[config.mk]
export PLATFORM = sky130hd
export DESIGN_NAME = calc_key_sequencer
export DESIGN_NICKNAME = d
export VERILOG_FILES = /design/src/rtl/calc_key_sequencer.sv
export SDC_FILE = /design/constraint.sdc
export NUM_CORES = 1
export LEC_CHECK = 0
export ABC_AREA = 1
export BUFFER_PORTS_ARGS = -buffer_cell sky130_fd_sc_hd__buf_4
export CAP_MARGIN = 20
export CORE_MARGIN = 2
export CORE_UTILIZATION = 50
export CTS_CLUSTER_DIAMETER = 120
export CTS_CLUSTER_SIZE = 30
export DETAILED_ROUTE_END_ITERATION = 7
export PLACE_DENSITY_LB_ADDON = 0.15
export SLEW_MARGIN = 20
export SYNTH_ARGS = -nofsm -noshare
export SYNTH_HDL_FRONTEND = slang
export SYNTH_SLANG_ARGS = --single-unit
[constraint.sdc]
create_clock -name clk -period 3 [get_ports clk]
set_input_delay 0.3 -clock clk [delete_from_list [all_inputs] [get_ports clk]]
set_output_delay 0.3 -clock clk [all_outputs]
set_load 0.01 [all_outputs]
[src/rtl/calc_key_sequencer.sv]
// Keypad-to-ALU sequencer for the calculator: builds two decimal operands and an
// operator from key strobes, fires the ALU on EQUALS and holds the result for display.
module calc_key_sequencer #(
    parameter int WIDTH      = 16,
    parameter int MAX_DIGITS = 5
) (
    input  logic             clk,
    input  logic             rst,
    input  logic             key_valid,
    input  logic [3:0]       key_code,
    output logic [WIDTH-1:0] alu_a,
    output logic [WIDTH-1:0] alu_b,
    output logic [15:0]      alu_op,
    input  logic [WIDTH-1:0] alu_r,
    output logic [WIDTH-1:0] result,
    output logic             result_valid,
    output logic             error,
    output logic             busy,
    output logic [WIDTH-1:0] display
);

    localparam int CNT_W = $clog2(MAX_DIGITS + 1);

    localparam logic [3:0] KEY_CLEAR  = 4'd10;
    localparam logic [3:0] KEY_ADD    = 4'd11;
    localparam logic [3:0] KEY_DIV    = 4'd14;
    localparam logic [3:0] KEY_EQUALS = 4'd15;

    typedef enum logic [2:0] {
        ST_ENTER_A,
        ST_ENTER_B,
        ST_EXEC,
        ST_SHOW,
        ST_ERR
    } state_t;

    state_t           state_q, state_d;
    logic [WIDTH-1:0] a_q, a_d;
    logic [WIDTH-1:0] b_q, b_d;
    logic [3:0]       op_q, op_d;
    logic [WIDTH-1:0] result_q, result_d;
    logic [WIDTH-1:0] display_q, display_d;
    logic [CNT_W-1:0] a_cnt_q, a_cnt_d;
    logic [CNT_W-1:0] b_cnt_q, b_cnt_d;
    logic             result_valid_q, result_valid_d;
    logic             error_q, error_d;
    logic             busy_q, busy_d;

    logic [2*WIDTH-1:0] a_wide, b_wide;
    logic               a_ok, b_ok;
    logic               is_digit, is_op, is_clear, is_equals;

    // Shift-in one decimal digit at double width so overflow is visible in the top half.
    function automatic logic [2*WIDTH-1:0] shift_digit(input logic [WIDTH-1:0] acc,
                                                       input logic [3:0]       digit);
        logic [2*WIDTH-1:0] acc_w;
        acc_w = {{WIDTH{1'b0}}, acc};
        return acc_w * (2*WIDTH)'(10) + (2*WIDTH)'(digit);
    endfunction

    function automatic logic digit_fits(input logic [2*WIDTH-1:0] acc_next,
                                        input logic [CNT_W-1:0]   cnt);
        return (cnt < CNT_W'(MAX_DIGITS)) && (acc_next[2*WIDTH-1:WIDTH] == '0);
    endfunction

    always_comb begin
        is_digit  = (key_code <= 4'd9);
        is_op     = (key_code >= KEY_ADD) && (key_code <= KEY_DIV);
        is_clear  = (key_code == KEY_CLEAR);
        is_equals = (key_code == KEY_EQUALS);
        a_wide    = shift_digit(a_q, key_code);
        b_wide    = shift_digit(b_q, key_code);
        a_ok      = digit_fits(a_wide, a_cnt_q);
        b_ok      = digit_fits(b_wide, b_cnt_q);
    end

    always_comb begin
        state_d  = state_q;
        a_d      = a_q;
        b_d      = b_q;
        op_d     = op_q;
        result_d = result_q;
        a_cnt_d  = a_cnt_q;
        b_cnt_d  = b_cnt_q;

        if (key_valid && is_clear && state_q != ST_EXEC) begin
            state_d  = ST_ENTER_A;
            a_d      = '0;
            b_d      = '0;
            op_d     = '0;
            result_d = '0;
            a_cnt_d  = '0;
            b_cnt_d  = '0;
        end else begin
            case (state_q)
                ST_ENTER_A: begin
                    if (key_valid && is_digit && a_ok) begin
                        a_d     = a_wide[WIDTH-1:0];
                        a_cnt_d = a_cnt_q + CNT_W'(1);
                    end else if (key_valid && is_op) begin
                        op_d    = key_code;
                        b_d     = '0;
                        b_cnt_d = '0;
                        state_d = ST_ENTER_B;
                    end
                end
                ST_ENTER_B: begin
                    if (key_valid && is_digit && b_ok) begin
                        b_d     = b_wide[WIDTH-1:0];
                        b_cnt_d = b_cnt_q + CNT_W'(1);
                    end else if (key_valid && is_op && b_cnt_q == '0) begin
                        op_d = key_code;
                    end else if (key_valid && is_equals && b_cnt_q != '0) begin
                        state_d = ST_EXEC;
                    end
                end
                ST_EXEC: begin
                    if (op_q == KEY_DIV && b_q == '0) begin
                        state_d = ST_ERR;
                    end else begin
                        result_d = alu_r;
                        state_d  = ST_SHOW;
                    end
                end
                ST_SHOW: begin
                    if (key_valid && is_digit) begin
                        a_d     = WIDTH'(key_code);
                        a_cnt_d = CNT_W'(1);
                        b_d     = '0;
                        b_cnt_d = '0;
                        state_d = ST_ENTER_A;
                    end else if (key_valid && is_op) begin
                        // Chained operation: the shown result becomes operand A.
                        a_d     = result_q;
                        a_cnt_d = '0;
                        b_d     = '0;
                        b_cnt_d = '0;
                        op_d    = key_code;
                        state_d = ST_ENTER_B;
                    end
                end
                ST_ERR: begin
                end
                default: state_d = ST_ENTER_A;
            endcase
        end

        case (state_d)
            ST_ENTER_A: display_d = a_d;
            ST_ENTER_B: display_d = (b_cnt_d != '0) ? b_d : a_d;
            ST_EXEC:    display_d = a_d;
            ST_SHOW:    display_d = result_d;
            ST_ERR:     display_d = '1;
            default:    display_d = '0;
        endcase

        result_valid_d = (state_d == ST_SHOW);
        error_d        = (state_d == ST_ERR);
        busy_d         = (state_d == ST_EXEC);
    end

    always_ff @(posedge clk) begin
        if (rst) begin
            state_q        <= ST_ENTER_A;
            a_q            <= '0;
            b_q            <= '0;
            op_q           <= '0;
            result_q       <= '0;
            display_q      <= '0;
            a_cnt_q        <= '0;
            b_cnt_q        <= '0;
            result_valid_q <= 1'b0;
            error_q        <= 1'b0;
            busy_q         <= 1'b0;
        end else begin
            state_q        <= state_d;
            a_q            <= a_d;
            b_q            <= b_d;
            op_q           <= op_d;
            result_q       <= result_d;
            display_q      <= display_d;
            a_cnt_q        <= a_cnt_d;
            b_cnt_q        <= b_cnt_d;
            result_valid_q <= result_valid_d;
            error_q        <= error_d;
            busy_q         <= busy_d;
        end
    end

    assign alu_a        = a_q;
    assign alu_b        = b_q;
    assign alu_op       = {12'b0, op_q};
    assign result       = result_q;
    assign result_valid = result_valid_q;
    assign error        = error_q;
    assign busy         = busy_q;
    assign display      = display_q;

endmodule

# Word-level counts from Yosys, hierarchy flattened
# Index checks and enable logic that the tools add are counted.
dict set report totals {
  out_inout_bits 83
  reg_bits 80
  inputBits 23
}
dict set report classes {
  n_lt_le_gt_ge 5
  n_addsub 4
  mux 41
  n_eq_ne 18
  reduce_logical 27
  n_mul 2
}
# op n
set op_table {}
lappend op_table {{$mux W16} 13}
lappend op_table {{$pmux W16 S4} 1}
lappend op_table {{$logic_not A16 Y1} 3}
lappend op_table {{$mux W3} 16}
lappend op_table {{$pmux W16 S3} 1}
lappend op_table {{$add A20 B4 Y21} 2}
lappend op_table {{$mul A16 B3 Y19 const B} 2}
lappend op_table {{$pmux W16 S2} 1}
lappend op_table {{$mux W4} 5}
lappend op_table {{$pmux W3 S5} 1}
lappend op_table {{$logic_and A1 B1 Y1} 13}
lappend op_table {{$eq A3 B2 Y1 const B} 4}
lappend op_table {{$eq A4 B4 Y1 const B} 3}
lappend op_table {{$pmux W4 S3} 1}
lappend op_table {{$ne A2 B2 Y1 const B} 5}
lappend op_table {{$logic_not A3 Y1} 3}
lappend op_table {{$pmux W3 S3} 1}
lappend op_table {{$reduce_bool A3 Y1} 3}
lappend op_table {{$le A4 B4 Y1 const B} 2}
lappend op_table {{$add A3 B1 Y3 const B} 2}
lappend op_table {{$eq A3 B1 Y1 const B} 2}
lappend op_table {{$eq A3 B3 Y1 const B} 2}
lappend op_table {{$lt A3 B3 Y1 const B} 2}
lappend op_table {{$pmux W3 S2} 1}
lappend op_table {{7 further kinds} 8}

# Logic depth before layout (Yosys ltp)
# Gate-level depths: netlist of run 1.
dict set report depth {
  depth_word 11
  mapped_depth 28
  mapped_depth_nobuf 27
}

# Worst setup path before layout of run 1
# OpenSTA, ideal clock, no wires.
dict set report synth_path {
  path_type {register to register}
  from {register b_q[1] (netlist: alu_b[1])}
  to {register display_q[10] (netlist: display[10])}
  path_slack_ps -342
  setup_ps 132
  required_time_ps 2868
  path_stages_with_launch 24
  arrival_ps 3210
  path_cell_list {dfxtp_1 ha_1 ha_1 inv_1 fa_1 nor2_2 nand4_1 nand2_2 nand3b_4 nor2_4 nand3_2 nor2_4 nand3_2 nand2_2 nand2_2 nand2_4 nand3_4 nand2_1 nand2_1 nand2_4 buf_2 nand4_1 nand3_1 a21oi_1}
}
dict set report synth_via {
  elab_chain_cells 11
  word_cells_on_any_way 29
  classes_between {1 x add/sub; 1 x mul; 4 x eq/ne; 15 x mux; 8 x reduce/logical}
}
# element line
set synth_lines {}
lappend synth_lines {{start, declared} 39} ;# logic [WIDTH-1:0] b_q, b_d;
lappend synth_lines {{start signal, assigned} 166} ;# b_q <= '0;
lappend synth_lines {{start signal, assigned} 178} ;# b_q <= b_d;
lappend synth_lines {{$mul A16 B3 Y19} 58} ;# return acc_w * (2*WIDTH)'(10) + (2*WIDTH)'(digit);
lappend synth_lines {{$add A20 B4 Y21} 58}
lappend synth_lines {{$logic_not A16 Y1} 63} ;# return (cnt < CNT_W'(MAX_DIGITS)) && (acc_next[2*WIDTH-1:WIDTH] == '0);
lappend synth_lines {{$logic_and A1 B1 Y1} 63}
lappend synth_lines {{$logic_and A1 B1 Y1} 108} ;# if (key_valid && is_digit && b_ok) begin
lappend synth_lines {{$mux W3} 108}
lappend synth_lines {{$pmux W3 S5 or $pmux W3 S3 (tied branches)} 95} ;# case (state_q)
lappend synth_lines {{$mux W3} 86} ;# if (key_valid && is_clear && state_q != ST_EXEC) begin
lappend synth_lines {{$eq A3 B2 Y1, or another cell as far along} 148} ;# case (state_d)
lappend synth_lines {{$reduce_or A2 Y1 (no line) or $mux W16 (tied branches)} n/a}
lappend synth_lines {{$pmux W16 S4 *} 148}
lappend synth_lines {{end signal, assigned} 181} ;# display_q <= display_d;
lappend synth_lines {{end, declared} 42} ;# logic [WIDTH-1:0] display_q, display_d;
# Every way passes the cells marked *; elsewhere a longest branch is shown, timed or not.
# A chain may end at the register's enable or synchronous reset.

# Worst setup path in the final report of run 1
dict set report layout_path {
  from {register b_q[3] (netlist: alu_b[3])}
  to {register display_q[0] (netlist: display[0])}
}
# Same word-level chain as after synthesis.

==> results.md, run 1 <==
- Num CTS Buffers: 9
- Most common cell after layout, fill and taps aside: buf_4
- Hold path start: alu_r[14]
- # fillers: 1119
- Crit path capture type: flop
- Vias in the first global route: 8507
- Status: complete, but fails checks
- Total Power: between 4 and 5 mW
- Cell family contributing the most delay on the critical path: simple AND/OR/NAND/NOR gates
- Via density: 5.622
- Max Cap Viol: 0
- Lkg Pwr: ~5.4 nW
- First-pass GRT wire length: between 40000 and 50000 um
- Post-layout utilization of the core: 0.7518
- Area Growth Syn to Fin: 45.94%
- FFs w/ async S/R, synth: 0
- Die area: ~0.016 mm2
- Commonest cells after routing, fill and taps aside: buf_4, nand2_1, inv_1, nor2_1, a21oi_1
- Worst clock skew: between 0.004 and 0.005 ns
- Mapped cell area: 0.007543 mm2
- Ports: 106
- Setup CP Type: reg2reg
- DRT iter0 DRCs: 1082
- DRC viols: 0
- Crit path arrival time: 3.76 ns
- Overflow after GRT: 0
- Switching pwr: 1.925 mW
- Routed len/inst: 16.21 um
- GRT Total Usage: 0.3228
- Sw frac: 0.4003
- Register Area: 0.001635 mm2
- PwrDens: 436.8 mW/mm2
- Clk_lat worst skew: 0.35 ns
- Worst Max-Slew Pin Slew: roughly 0.9 ns
- Yosys Warn Count: 0
- Final period util: 1.160
- Hold Violations, Final: 0
- Initial antenna violation count: 0
- Worst-case vdd ir drop: 0.4068 mV
- Worst reg2reg path startpoint: alu_b[3]
- Clk pwr share: 0.222
- Worst setup startpoint: alu_b[3]
- Int Pwr: approximately 2.9 mW
- Bufs and invs on worst path: 2
- Fin nets: 1594
- Register area share after synthesis: 0.2123
- Antenna diode count: 0
- CTS sink cnt: 80
- Htree depth: 3
- DR pass1 iterations: 6
- Largest net degree at the start of global routing: 75
- Dominant synthesized flop cell: dfxtp_1
- Sequential Power Share: 0.264
- Total Wirelength: 27420 um
- Row cnt: 44
- CTS Buffer Depth: 2
- FF+latch count, synth: 80
- Syn Area/Cell: 6.148 um2
- Chip height: between 100 and 150 um
- Critical path fanouts, max: 8
- Hold_ws: 0.2519 ns
- F_max: 287.3 MHz
- Slew HR: 0.3957
- Port-buffer cells: slightly above 90
- Detailed-route via count: 9507
- Max-slew violations: 0
- Final WS setup: -0.4809 ns
- RSZ-0062 raised after global routing: yes
- Hold Path Class: in2reg
- Antenna viol nets, final: 0
- Initial Util: 0.5151
- Violated checks: negative setup slack
- Netlist cell types: 48
- CP most frequent cell: nand2_1
- Syn Inst Count: 1227
- Combinational power share: 0.514
- Crit-path max cell delay: between 0.3 and 0.4 ns
- Gpl congestion: 0.9519
- Multi-input logic area: 0.005851 mm2
- Critical Path RT: 3.27 ns
- Root buffer cell: clkbuf_16
- Die width: between 100 and 150 um
- DP HPWL: ~19000 um
- Tmin final: 3.481 ns
- CTS tree: yes
- Worst Setup Start Kind: flop
- Final setup vio count: 54
- Clk slew on worst S/H paths: 0.07 ns
- # hold bufs at CTS: 0
- Layout cells sized above 1: 0.3504
- Post-synth EDFFs: 0
- CORE AREA: 0.01464 mm2
- Critical Path Slowest Stage Cell: dfxtp_4
[metal layers]
metal	wire length (um)	GRT usage	vias to the layer above
li1	-	-	4556
met3	2364	0.04808	86
met2	12520	0.5158	488
met1	11630	0.4489	4377
met5	0	0	-
met4	897	0.1034	0
[cell usage after synthesis, types with 3 or more instances]
| cell type | number | area (um2) |
|---|---|---|
| nand2_2 | 9 | 56.30 |
| xnor2_1 | 6 | 52.55 |
| nand4_1 | 23 | 143.9 |
| nand3_1 | 96 | 480.5 |
| nor4_1 | 18 | 112.6 |
| nor2_1 | 154 | 578.1 |
| a31oi_1 | 7 | 43.79 |
| nand2_4 | 4 | 45.04 |
| a21oi_1 | 113 | 565.5 |
| dfxtp_1 | 80 | 1602 |
| buf_2 | 7 | 35.03 |
| nor3_1 | 17 | 85.08 |
| nand2_1 | 278 | 1044 |
| o21ai_1 | 10 | 50.05 |
| clkbuf_1 | 30 | 112.6 |
| ha_1 | 65 | 813.3 |
| nor2_2 | 9 | 56.30 |
| a211oi_1 | 3 | 22.52 |
| inv_1 | 156 | 585.6 |
| nand3b_1 | 8 | 60.06 |
| nor2_4 | 3 | 33.78 |
| o21ai_0 | 62 | 310.3 |
| xor2_1 | 17 | 148.9 |
| buf_4 | 13 | 97.59 |
| fa_1 | 4 | 80.08 |
| nand3_2 | 5 | 50.05 |
[power groups by stage]
stage,logic (mW),clock network [mW],registers [mW]
2_1_floorplan,1.07,0,1.30
3_3_place_gp,1.99,0,1.28
6_report,2.47,1.07,1.27
3_5_place_dp,2.00,0,1.28
5_1_grt,2.69,1.12,1.27
4_1_cts,2.22,1.07,1.26
[worst reg2reg max path, cell delays in order (launching register included)]
cell	delay, ns
dfxtp_4	0.36
ha_4	0.27
ha_4	0.13
inv_2	0.03
fa_2	0.33
inv_1	0.07
nand2_1	0.07
nand2_2	0.10
nand3_2	0.08
nand2_2	0.10
nand2_1	0.07
a21oi_1	0.14
nand2_1	0.07
nand2_1	0.06
nand2_1	0.08
a21oi_2	0.26
nand2_4	0.12
nand2_4	0.09
nand3_4	0.09
nand2_2	0.11
nand2_2	0.08
nand2_4	0.13
nand3_4	0.18
nand2_1	0.12
nand3_1	0.07
a21oi_1	0.19
[logic make-up (layout without fill, tap and decap cells)]
| group | after synthesis | count (layout) | share of synthesized area |
|---|---|---|---|
| xor+xnor | 25 | 25 | 0.03102 |
| compound gates | 205 | 205 | 0.1423 |
| buf+inv | 212 | 478 | 0.1151 |
| flops | 80 | 80 | 0.2123 |
| other cells | 1 | 12 | 0.0004971 |
| fa+ha+maj | 69 | 69 | 0.1184 |
| simple gates | 635 | 638 | 0.3803 |
[worst paths after layout]
| kind | endpoint | slack, ns | cells after the start |
|---|---|---|---|
| worst max-delay path | display[0] | -0.48 | 25 |
| worst min-delay path | result[14] | 0.25 | 3 |
| worst max register to register | display[0] | -0.48 | 25 |
| worst min register to register | a_cnt_q[1] | 0.49 | 2 |
[cell type report]
type	count	area share
Sequential cell	80	0.1485
Clock inverter	6	0.003864
Clock buffer	10	0.02171
Tap cell	184	0.02091
Multi-Input combinational cell	949	0.5314
Inverter	158	0.05444
Timing Repair Buffer	304	0.2191
[registers in the layout (all words and copies together), names as in the netlist]
name          cells
alu_a            16
alu_b            16
display          16
result           16
op_q              4
a_cnt_q           3
b_cnt_q           3
state_q           3
busy              1
error             1
result_valid      1
[per-stage QoR]
| stage | area [um2] | worst slack [ns] | TNS, ns | std cells |
|---|---|---|---|---|
| after global routing | 11010 | -0.6386 | -23.64 | 1691 |
| after global placement | 9783 | -0.4863 | -14.02 | 1644 |
| after floorplan | 7714 | -0.2067 | -2.428 | 1238 |
| after CTS | 10580 | -0.4133 | -11.24 | 1681 |
| final | 11010 | -0.4809 | -15.47 | 1691 |
| after detailed placement | 9787 | -0.5875 | -17.84 | 1644 |
[what timing repair did]
action / in CTS / in global routing
buffers inserted: 20 / 10
cloned: 3 / 0
resized for setup: 105 / 95
pin swaps: 45 / 39
setup endpoints to repair: 54 / 55
(Power assumes the default switching activity.)
==> run 2, diff against run 1 <==
--- a/config.mk
+++ b/config.mk
@@ -13,7 +13,7 @@
 export CTS_CLUSTER_DIAMETER = 120
 export CTS_CLUSTER_SIZE = 30
 export DETAILED_ROUTE_END_ITERATION = 7
-export PLACE_DENSITY_LB_ADDON = 0.15
+export PLACE_DENSITY_LB_ADDON = 0.25
 export SLEW_MARGIN = 20
 export SYNTH_ARGS = -nofsm -noshare
 export SYNTH_HDL_FRONTEND = slang
==> run 2 against run 1 <==
  * The flow still finishes with violations (negative setup slack)
  * Clock skew up 0.0064 ns
  * Core utilization up 1.1 points
  * Critical path depth down 2
  * Setup slack worse by 0.20 ns
  * Fmax down 5.3%
  * Sequential share of layout area down 0.24 points
  * Register-to-register slack worse by 0.20 ns
  * Final cell count up 0.24%
  * Critical endpoint is now display[3]
  * Largest cell class unchanged
==> results.md, run 2 (synthesized netlist as in run 1, its figures left out) <==
- Status: complete, but fails checks
- Violated checks: negative setup slack
- DP HPWL: 19170 um (-0.46%)
- # fillers: 1013 (-9.5%)
- Layout cells sized above 1: 0.3561 (+0.005691)
- Multi-input logic area: 0.005918 mm2 (+1.2%)
- # hold bufs at CTS: 0 (unchanged)
- Crit path to: display[3]
- Hold Path Stages: 3 (unchanged)
- Worst R2R Setup Slack: -0.68 ns (-0.20 ns)
- Die area: 0.01609 mm2 (unchanged)
- Max-slew violations: 0 (unchanged)
- CTS Buffer Depth: 2 (unchanged)
- Tmin final: 3.676 ns (+0.1955 ns)
- Worst setup startpoint: alu_a[4]
- Worst-case reg-to-reg path depth: 23 (-8.0%)
- Chip height: 126.8 um (unchanged)
- PwrDens: 459.4 mW/mm2 (+5.2%)
- Slew HR: 0.4290 (+0.03323)
- DR pass1 iterations: 6 (unchanged)
- Ports: 106 (unchanged)
- Port-buffer cells: 93 (unchanged)
- Num CTS Buffers: 9 (unchanged)
- Antenna diode count: 0 (unchanged)
- Initial antenna violation count: 0 (unchanged)
- Largest net degree at the start of global routing: 75 (unchanged)
- Lkg Pwr: 5.538 nW (+1.6%)
- Detailed-route via count: 9817 (+3.3%)
- Worst Max-Slew Pin Slew: 0.8565 ns (-0.04985 ns)
- Via density: 5.792 (+3.0%)
- Register Area: 0.001633 mm2 (-0.15%)
- Worst r2r dst: display[3]
- Placed cell area: 0.009778 mm2 (about the same)
- Worst Setup Start Kind: flop
- Vias in the first global route: 8775 (+3.2%)
- Antenna viol nets, final: 0 (unchanged)
- Overflow after GRT: 0 (unchanged)
- DRT iter0 DRCs: 1027 (-5.1%)
- Setup tns final: -18.15 ns (-2.681 ns)
- First-pass GRT wire length: 43070 um (+2.7%)
- Gpl congestion: 0.9648 (+1.4%)
- Hold path start: alu_r[15]
- Crit path arrival time: 3.92 ns (+0.16 ns)
- Critical Path RT: 3.25 ns (-0.02 ns)
- Hold Violations, Final: 0 (unchanged)
- Total Wirelength: 30030 um (+9.5%)
- RSZ-0062 raised after global routing: yes
- Cell area after layout: 0.01117 mm2 (+1.5%)
- Hold_ws: 0.2614 ns (+0.009490 ns)
- Clk_lat worst skew: 0.35 ns (about the same)
- Htree depth: 3 (unchanged)
- Final WS setup: -0.6764 ns (-0.1955 ns)
- Most common cell after layout, fill and taps aside: buf_4
- Root buffer cell: clkbuf_16
- DRC viols: 0 (unchanged)
- Final setup vio count: 54 (unchanged)
- Final period util: 1.225 (+0.06516)
- Worst-case vdd ir drop: 0.4303 mV (+5.8%)
- Crit path capture type: flop
- Post-layout utilization of the core: 0.7631 (+0.01128)
- CTS sink cnt: 80 (unchanged)
- CORE AREA: 0.01464 mm2 (unchanged)
- Initial Util: 0.5151 (unchanged)
- Row cnt: 44 (unchanged)
- Die width: 126.8 um (unchanged)
- Hold Path Class: in2reg
- Total Power: 5.133 mW (+6.7%)
- Worst clock skew: 0.01118 ns (+0.006420 ns)
- Critical path fanouts, max: 8 (unchanged)
- Routed len/inst: 17.72 um (+9.3%)
- Worst reg2reg path startpoint: alu_a[4]
- GRT Total Usage: 0.3280 (+0.005223)
- Commonest cells after routing, fill and taps aside: buf_4, nand2_1, inv_1, nor2_1, a21oi_1
- Setup CP Type: reg2reg
- CTS tree: yes
- Area Growth Syn to Fin: 48.13%
- Fin nets: 1598 (+0.25%)
- Clk slew on worst S/H paths: 0.07 ns (about the same)
- F_max: 272.0 MHz (-5.3%)
- Max Cap Viol: 0 (unchanged)
==> run 2: repair_timing <==
action | 4_1_cts | 5_1_grt
pin swaps | 42 | 54
gates resized for setup | 112 | 107
cloned | 4 | 0
setup endpoints to repair | 54 | 54
setup buffers | 27 | 16
==> run 2: report_power, final <==
| part | switching (mW) | internal, mW | leakage (nW) | total [mW] |
|---|---|---|---|---|
| registers | 0.103 | 1.17 | 0.659 | 1.27 |
| clock network | 0.542 | 0.589 | 0.143 | 1.13 |
| logic | 1.51 | 1.23 | 4.74 | 2.73 |
==> run 2: worst max-delay path: stages, from the launching register on <==
cell	delay, ns
dfxtp_1	0.47
ha_4	0.25
inv_1	0.09
fa_2	0.47
nor2_4	0.12
nand4_1	0.16
nand2_1	0.13
nand2_2	0.08
nor2_4	0.13
nand2_2	0.07
nor2_2	0.08
nand2_1	0.08
nor2_1	0.10
nand2_1	0.11
nand2_4	0.17
buf_6	0.14
nand2_8	0.10
nand2_2	0.08
nand3_2	0.07
nand2_2	0.10
nand2_4	0.07
nand4_1	0.11
nand3_1	0.11
a21oi_1	0.28
==> run 2: worst min path at each step <==
stage | endpoint | slack (ns)
2_1_floorplan | op_q[1] | 0.44
3_3_place_gp | a_cnt_q[1] | 0.47
3_5_place_dp | a_cnt_q[1] | 0.48
4_1_cts | result[13] | 0.26
5_1_grt | result[8] | 0.28
6_report | result[15] | 0.26
==> run 2: per-layer routing <==
metal / GRT usage / share of wire / vias to the layer above
met5: 0 / 0 / -
met4: 0.1332 / 0.059 / 0
met3: 0.04892 / 0.097 / 168
met2: 0.5342 / 0.44 / 618
met1: 0.4362 / 0.40 / 4462
li1: - / - / 4569
==> run 2: final cells by class <==
| type | instances | share of cell area |
|---|---|---|
| multi-input combinational | 949 | 0.5296 |
| timing repair buffer | 307 | 0.2234 |
| sequential | 80 | 0.1461 |
| inverter | 158 | 0.05341 |
| tap | 184 | 0.02060 |
| clock buffer | 9 | 0.02015 |
| clock inverter | 7 | 0.006046 |
| timing repair inverter | 1 | 0.0006718 |
==> run 2: stage by stage <==
stage	setup WS, ns	instances
final	-0.6764	1695
after global routing	-0.8149	1695
after CTS	-0.3468	1683
after detailed placement	-0.4374	1640
after global placement	-0.3771	1640
after floorplan	-0.2067	1238
